### config.mk
export PLATFORM = sky130hd
export DESIGN_NAME = keyword_tokenizer
export DESIGN_NICKNAME = d
export VERILOG_FILES = /design/src/rtl/tok_pkg.sv /design/src/rtl/tok_fifo.sv /design/src/rtl/keyword_tokenizer.sv
export SDC_FILE = /design/constraint.sdc
export NUM_CORES = 1
export LEC_CHECK = 0
export ABC_AREA = 1
export BUFFER_PORTS_ARGS = -buffer_cell sky130_fd_sc_hd__buf_2
export CAP_MARGIN = 40
export CORE_ASPECT_RATIO = 1.75
export CORE_MARGIN = 1.5
export CORE_UTILIZATION = 55
export CTS_CLUSTER_DIAMETER = 40
export DETAILED_ROUTE_END_ITERATION = 8
export GPL_TIMING_DRIVEN = 0
export PLACE_DENSITY = 0.74
export SYNTH_ARGS = -nofsm -noshare
export SYNTH_HDL_FRONTEND = slang
export SYNTH_SLANG_ARGS = --single-unit
export TNS_END_PERCENT = 20
### constraint.sdc
create_clock -name clk -period 5.12 [get_ports clk]
set_input_delay 1.024 -clock clk [delete_from_list [all_inputs] [get_ports clk]]
set_output_delay 1.024 -clock clk [all_outputs]
set_load 0.02 [all_outputs]
### src/rtl/tok_pkg.sv
// tok_pkg: shared token kinds, matcher state encoding and byte classification helpers
package tok_pkg;
  localparam logic [1:0] TOK_OTHER = 2'd0;
  localparam logic [1:0] TOK_BEGIN = 2'd1;
  localparam logic [1:0] TOK_END   = 2'd2;
  typedef enum logic [3:0] {
    S_IDLE, S_B1, S_B2, S_B3, S_B4, S_B5, S_E1, S_E2, S_E3, S_OTHER
  } state_t;
  function automatic logic is_delim(input logic [7:0] c);
    return c == 8'h20 || c == 8'h09 || c == 8'h0a || c == 8'h0d;
  endfunction
  function automatic logic [7:0] fold_case(input logic [7:0] c);
    return (c >= 8'h41 && c <= 8'h5a) ? c + 8'h20 : c;
  endfunction
endpackage

### src/rtl/tok_fifo.sv
// tok_fifo: DEPTH-entry token FIFO with registered count; output reads zero while empty
module tok_fifo #(
  parameter int DEPTH = 4,
  parameter int W = 10
) (
  input  logic                     clk,
  input  logic                     reset,
  input  logic                     push,
  input  logic [W-1:0]             din,
  input  logic                     pop,
  output logic [W-1:0]             dout,
  output logic                     full,
  output logic                     empty,
  output logic [$clog2(DEPTH):0]   count
);
  localparam int AW = $clog2(DEPTH);
  logic [W-1:0] mem [DEPTH];
  logic [AW-1:0] wp, rp;
  logic do_push, do_pop;
  assign full = count == (AW+1)'(DEPTH);
  assign empty = count == '0;
  assign do_push = push & ~full;
  assign do_pop = pop & ~empty;
  assign dout = empty ? '0 : mem[rp];
  always_ff @(posedge clk)
    if (do_push) mem[wp] <= din;
  always_ff @(posedge clk) begin
    if (reset) begin
      wp <= '0;
      rp <= '0;
      count <= '0;
    end else begin
      if (do_push) wp <= wp + 1'b1;
      if (do_pop) rp <= rp + 1'b1;
      count <= count + (AW+1)'(do_push) - (AW+1)'(do_pop);
    end
  end
endmodule

### src/rtl/keyword_tokenizer.sv
// keyword_tokenizer: splits a byte stream into words and emits BEGIN/END/OTHER tokens via a FIFO
module keyword_tokenizer
  import tok_pkg::*;
#(
  parameter int DEPTH = 4,
  parameter int LEN_W = 8
) (
  input  logic             clk,
  input  logic             reset,
  input  logic             in_valid,
  input  logic [7:0]       in_char,
  input  logic             in_eos,
  output logic             in_ready,
  output logic             tok_valid,
  output logic [1:0]       tok_kind,
  output logic [LEN_W-1:0] tok_len,
  input  logic             tok_ready,
  output logic             overflow
);
  localparam int CW = $clog2(DEPTH) + 1;
  state_t state, state_d, ext, word_state;
  logic [LEN_W-1:0] len, len_d, word_len;
  logic [7:0] ch;
  logic accept, delim, sat, term, push, overflow_d, fifo_full, fifo_empty;
  logic [1:0] kind;
  logic [CW-1:0] fifo_count;
  logic [LEN_W+1:0] fifo_dout;
  assign in_ready = fifo_count != CW'(DEPTH);
  assign tok_valid = ~fifo_empty;
  assign {tok_kind, tok_len} = fifo_dout;
  always_comb begin
    ch = fold_case(in_char);
    delim = is_delim(in_char);
    accept = in_valid & in_ready;
    sat = len == '1;
    ext = S_OTHER;
    case (state)
      S_IDLE:  ext = ch == "b" ? S_B1 : ch == "e" ? S_E1 : S_OTHER;
      S_B1:    ext = ch == "e" ? S_B2 : S_OTHER;
      S_B2:    ext = ch == "g" ? S_B3 : S_OTHER;
      S_B3:    ext = ch == "i" ? S_B4 : S_OTHER;
      S_B4:    ext = ch == "n" ? S_B5 : S_OTHER;
      S_E1:    ext = ch == "n" ? S_E2 : S_OTHER;
      S_E2:    ext = ch == "d" ? S_E3 : S_OTHER;
      default: ext = S_OTHER;
    endcase
    // A word byte that would push the length past its maximum loses any keyword match
    word_state = delim ? state : sat ? S_OTHER : ext;
    word_len = (delim || sat) ? len : len + 1'b1;
    term = accept & (delim | in_eos);
    push = term & (word_state != S_IDLE) & ~fifo_full;
    kind = word_state == S_B5 ? TOK_BEGIN : word_state == S_E3 ? TOK_END : TOK_OTHER;
    state_d = !accept ? state : term ? S_IDLE : word_state;
    len_d = !accept ? len : term ? '0 : word_len;
    overflow_d = overflow | (accept & ~delim & sat);
  end
  always_ff @(posedge clk) begin
    if (reset) begin
      state <= S_IDLE;
      len <= '0;
      overflow <= 1'b0;
    end else begin
      state <= state_d;
      len <= len_d;
      overflow <= overflow_d;
    end
  end
  tok_fifo #(.DEPTH(DEPTH), .W(LEN_W + 2)) u_fifo (
    .clk(clk),
    .reset(reset),
    .push(push),
    .din({kind, word_len}),
    .pop(tok_ready),
    .dout(fifo_dout),
    .full(fifo_full),
    .empty(fifo_empty),
    .count(fifo_count)
  );
endmodule

==> metrics.txt <==
# TYPE chip_impl_metric gauge
chip_impl_info{name="reg2reg_from",value="len[0]$_SDFFE_PP0P_"} 1
chip_impl_metric{name="grt_pass1_wl",unit="mm"} 10.7
chip_impl_info{name="hold_path.startpoint",value="u_fifo.rp[1]$_SDFFE_PP0P_"} 1
chip_impl_metric{name="worst-endpoint-arrival",unit="ps"} 3580
chip_impl_metric{name="design.die.area",unit="um^2"} 6190
chip_impl_metric{name="synth_cells",unit=""} 377
chip_impl_metric{name="ff2ff_setup_slack",unit="ps"} 2260
chip_impl_metric{name="clkSlewWorstSetupHoldPaths",unit="ps"} 70
chip_impl_metric{name="synth_top_cell_area_share",unit="%"} 38.2
chip_impl_metric{name="relSlewSlack",unit="%"} 61.6
chip_impl_metric{name="finalSetupViolCount",unit=""} 0
chip_impl_metric{name="preCtsSetupSlack",unit="ps"} 1480
chip_impl_metric{name="initial_utilization",unit="%"} 56.7
chip_impl_metric{name="clk-insertion-delay-late",unit="ps"} 330
chip_impl_info{name="cell_with_the_most_instances_after_synthesis",value="sky130_fd_sc_hd__nor2_1"} 1
chip_impl_metric{name="clock_skew",unit="ps"} 6.12
chip_impl_metric{name="chipHeight",unit="um"} 103
chip_impl_info{name="worst_setup_path_start_kind",value="primary input"} 1
chip_impl_info{name="critical_path_class",value="in -> reg"} 1
chip_impl_metric{name="ff2ff_path_depth",unit=""} 17
chip_impl_metric{name="number_of_global_route_vias_before_repair",unit=""} 2450
chip_impl_info{name="worst_setup_path_end_kind",value="register"} 1
chip_impl_metric{name="synth_seq_cells",unit=""} 62
chip_impl_metric{name="largest_incremental_delay_on_the_critical_path",unit="ps"} 360
chip_impl_metric{name="drt_pass1_iterations",unit=""} 4
chip_impl_info{name="synth_top_cell_by_area",value="sky130_fd_sc_hd__edfxtp_1"} 1
chip_impl_metric{name="timing.final.crit_share",unit="%"} 64.8
chip_impl_info{name="tritoncts_clock_tree",value="yes"} 1
chip_impl_metric{name="cts_resized",unit=""} 0
chip_impl_metric{name="cts_max_level",unit=""} 3
chip_impl_metric{name="ant_nets",unit=""} 0
chip_impl_metric{name="critical_path.max_fanout",unit=""} 10
chip_impl_metric{name="syn-mean-instance-area",unit="um^2"} 8.33
chip_impl_metric{name="syn-cell-area",unit="um^2"} 3140
chip_impl_metric{name="final_nets",unit=""} 438
chip_impl_metric{name="ctsHoldBuffers",unit=""} 0
chip_impl_metric{name="synth_edf_count",unit=""} 40
chip_impl_metric{name="chipWidth",unit="um"} 60.1
chip_impl_metric{name="drt-total-wl",unit="mm"} 6.65
chip_impl_metric{name="synth.lib_cells_used.distinct",unit=""} 28
chip_impl_info{name="synth_top_cells_by_area",value="sky130_fd_sc_hd__edfxtp_1, sky130_fd_sc_hd__dfxtp_1, sky130_fd_sc_hd__nor2_1"} 1
chip_impl_metric{name="worst_pin_slew",unit="ps"} 576
chip_impl_metric{name="finalWorstSetupSlack",unit="ps"} 1800
chip_impl_metric{name="cts_max_path_buffers",unit=""} 2
chip_impl_info{name="cp_cell_sequence",value="buf_2, ha_1, inv_1, nor2_1, nand2_1, nand2_2, buf_6, nand3_2, nand2_1, nand2_1, nor2_1, a21oi_1, nor2_1, nand2_2, nand2_2, inv_1, ha_1, inv_1, fa_1, inv_1, o21ai_0, a21oi_1"} 1
chip_impl_metric{name="ys_warn_count",unit=""} 0
chip_impl_metric{name="globalRouteTotalUtil",unit="%"} 23.6
chip_impl_info{name="worst_r2r_endpoint",value="u_fifo.count[2]$_SDFF_PP0_"} 1
chip_impl_info{name="cts.root.buffer_cell",value="sky130_fd_sc_hd__clkbuf_8"} 1
chip_impl_metric{name="fmaxAchievable",unit="GHz"} 0.301
chip_impl_metric{name="buffer_ports.inserted",unit=""} 24
chip_impl_info{name="crit_family",value="adder cells"} 1
chip_impl_metric{name="worst_hold_slack",unit="ps"} 473
chip_impl_metric{name="worst_ir_drop_vdd",unit="mV"} 0.308
chip_impl_metric{name="synth_sequential_area_ratio",unit="%"} 52.3
chip_impl_metric{name="route.detailed.vias_per_inst",unit=""} 5.26
chip_impl_metric{name="cts_inserted_buffers",unit=""} 9
chip_impl_info{name="hp-class",value="reg -> reg"} 1
chip_impl_info{name="status",value="finished clean"} 1
chip_impl_metric{name="worstPathBufferInverterCount",unit=""} 6
chip_impl_metric{name="place.gp.congestion",unit=""} 0.889
chip_impl_info{name="synth_common_cells",value="sky130_fd_sc_hd__nor2_1, sky130_fd_sc_hd__nand2_1, sky130_fd_sc_hd__inv_1"} 1
chip_impl_metric{name="powerDensity",unit="nW/um^2"} 443
chip_impl_metric{name="dp.final_hpwl",unit="mm"} 4.74
chip_impl_metric{name="cts_post_setup_buffers_inserted",unit=""} 0
chip_impl_metric{name="first_iter_violations",unit=""} 100
chip_impl_metric{name="row_count",unit=""} 36
chip_impl_metric{name="route.detailed.drc",unit=""} 0
chip_impl_metric{name="vias",unit=""} 2612
chip_impl_metric{name="post-route-min-period",unit="ps"} 3320
chip_impl_metric{name="post_drt_wl_per_cell",unit="um"} 13.4
chip_impl_metric{name="fin_setup_tns",unit="ps"} 0
chip_impl_metric{name="mappedNetlistNets",unit=""} 399
chip_impl_metric{name="fp.coreArea",unit="um^2"} 5540
chip_impl_metric{name="number_of_antenna_violations_at_the_first_check_in_global_routing",unit=""} 0
chip_impl_metric{name="grt_start_max_net_pins",unit=""} 12
chip_impl_info{name="grt_setup_unrepaired",value="no"} 1
chip_impl_metric{name="grt.overflow.total",unit=""} 0
chip_impl_info{name="timing.critical_path.slowest_stage_cell",value="sky130_fd_sc_hd__a21oi_1"} 1
chip_impl_metric{name="final-max-slew-violation-count",unit=""} 0
chip_impl_info{name="critical_path.most_common_cell",value="sky130_fd_sc_hd__inv_1"} 1
chip_impl_metric{name="synth_to_layout_area_growth",unit="%"} 15.3
chip_impl_metric{name="cellLeakagePower",unit="nW"} 1.54
chip_impl_metric{name="diodes",unit=""} 0
chip_impl_metric{name="io_pins",unit=""} 26
chip_impl_metric{name="asyncSetResetFlopFracSynth",unit="%"} 0
chip_impl_metric{name="min_path_cells",unit=""} 2
chip_impl_metric{name="max_cap_viol_count",unit=""} 0
chip_impl_info{name="dominantRegCellSynth",value="sky130_fd_sc_hd__edfxtp_1"} 1
chip_impl_metric{name="cp.required",unit="ps"} 5380
chip_impl_metric{name="drive_above_1_share",unit="%"} 13.5
chip_impl_metric{name="hold_viol",unit=""} 0
chip_impl_metric{name="sink_count_of_the_clock_tree",unit=""} 62
## metrics by stage
stage | std cells | total power, W | util (%) | area, um^2
finish | 497 | 0.00160 | 65.4 | 3620
detailed placement | 481 | 0.00111 | 61.1 | 3390
floorplan | 377 | 0.000957 | - | 3140
CTS | 497 | 0.00162 | 65.4 | 3620
global placement | 477 | 0.00109 | 60.6 | 3360
global route | 497 | 0.00169 | 65.4 | 3620
## flip-flops by register name, indices dropped and copies added, names as in the netlist, named ones only
register	cells
u_fifo.mem	40
len	8
u_fifo.wp	2
u_fifo.count	3
u_fifo.rp	2
state	4
overflow	1
## where the power goes
group	total, W	switching [W]	internal [W]
combinational	0.000496	0.000338	0.000158
clock	0.000503	0.000182	0.000321
sequential	0.000604	0.0000261	0.000578
total	0.00160	0.000546	0.00106
## how the worst max path moves through the flow
stage	from	endpoint	slack [ps]	depth (start not counted)
2_1_floorplan	in_char[5]	u_fifo.count[2]$_SDFF_PP0_	1990	21
3_3_place_gp	in_char[5]	u_fifo.mem[3][5]$_DFFE_PP_	1320	16
3_5_place_dp	in_char[5]	u_fifo.count[2]$_SDFF_PP0_	1480	22
4_1_cts	in_char[5]	u_fifo.count[2]$_SDFF_PP0_	1820	22
5_1_grt	in_char[5]	u_fifo.count[2]$_SDFF_PP0_	1570	22
6_report	in_char[5]	u_fifo.count[2]$_SDFF_PP0_	1800	22
## logic make-up after synthesis
kind of cell | after synthesis | share of synthesized area, %
and+or+nand+nor | 183 | 25.0
DFF | 62 | 52.2
AOI/OAI and AO/OA | 59 | 9.52
buffers and inverters | 56 | 7.13
adders and majority gates | 9 | 3.82
xor gates and xnor gates | 8 | 2.23
## layer usage
metal / global-route usage [%] / vias up / wire length (um)
li1: - / 1321 / -
met1: 22.9 / 1205 / 2530
met2: 43.1 / 74 / 3730
met3: 4.64 / 12 / 224
met4: 15.2 / 0 / 155
met5: 0 / - / 0
## layout by cell type (no fill, tap or decap)
cell type / count
sky130_fd_sc_hd__clkinv_1: 3
sky130_fd_sc_hd__inv_6: 1
sky130_fd_sc_hd__nand3_2: 1
sky130_fd_sc_hd__clkbuf_8: 9
sky130_fd_sc_hd__inv_1: 41
sky130_fd_sc_hd__buf_2: 26
sky130_fd_sc_hd__edfxtp_1: 40
sky130_fd_sc_hd__inv_2: 1
sky130_fd_sc_hd__xor2_1: 4
sky130_fd_sc_hd__nand4_1: 9
sky130_fd_sc_hd__nand2_2: 5
sky130_fd_sc_hd__a21oi_1: 31
sky130_fd_sc_hd__xnor2_1: 4
sky130_fd_sc_hd__nand2_1: 67
sky130_fd_sc_hd__fa_1: 1
sky130_fd_sc_hd__or2_2: 1
sky130_fd_sc_hd__o21ai_0: 27
sky130_fd_sc_hd__clkinv_2: 1
sky130_fd_sc_hd__bufinv_16: 3
sky130_fd_sc_hd__nor2_4: 1
sky130_fd_sc_hd__nor4_1: 2
sky130_fd_sc_hd__ha_1: 8
sky130_fd_sc_hd__nor3_1: 8
sky130_fd_sc_hd__nor2_1: 70
sky130_fd_sc_hd__buf_4: 5
sky130_fd_sc_hd__nor3b_1: 1
sky130_fd_sc_hd__clkbuf_1: 9
sky130_fd_sc_hd__nand3_1: 17
sky130_fd_sc_hd__buf_6: 1
sky130_fd_sc_hd__a21oi_2: 1
sky130_fd_sc_hd__nand4_2: 1
sky130_fd_sc_hd__dfxtp_1: 22
## worst min-delay path, stage by stage (launching register included)
cell                      delay (ps)
sky130_fd_sc_hd__dfxtp_1         300
sky130_fd_sc_hd__inv_1            60
sky130_fd_sc_hd__a21oi_1          70
## cell type report
| cell class | instances | area (um^2) |
|---|---|---|
| inverter | 43 | 161 |
| sequential | 62 | 1640 |
| clock inverter | 7 | 111 |
| tap | 76 | 95.1 |
| buffer | 13 | 62.6 |
| clock buffer | 9 | 124 |
| fill | 498 | 1920 |
| timing repair buffer | 28 | 150 |
| multi-input combinational | 259 | 1280 |
(Power assumes the default switching activity.)
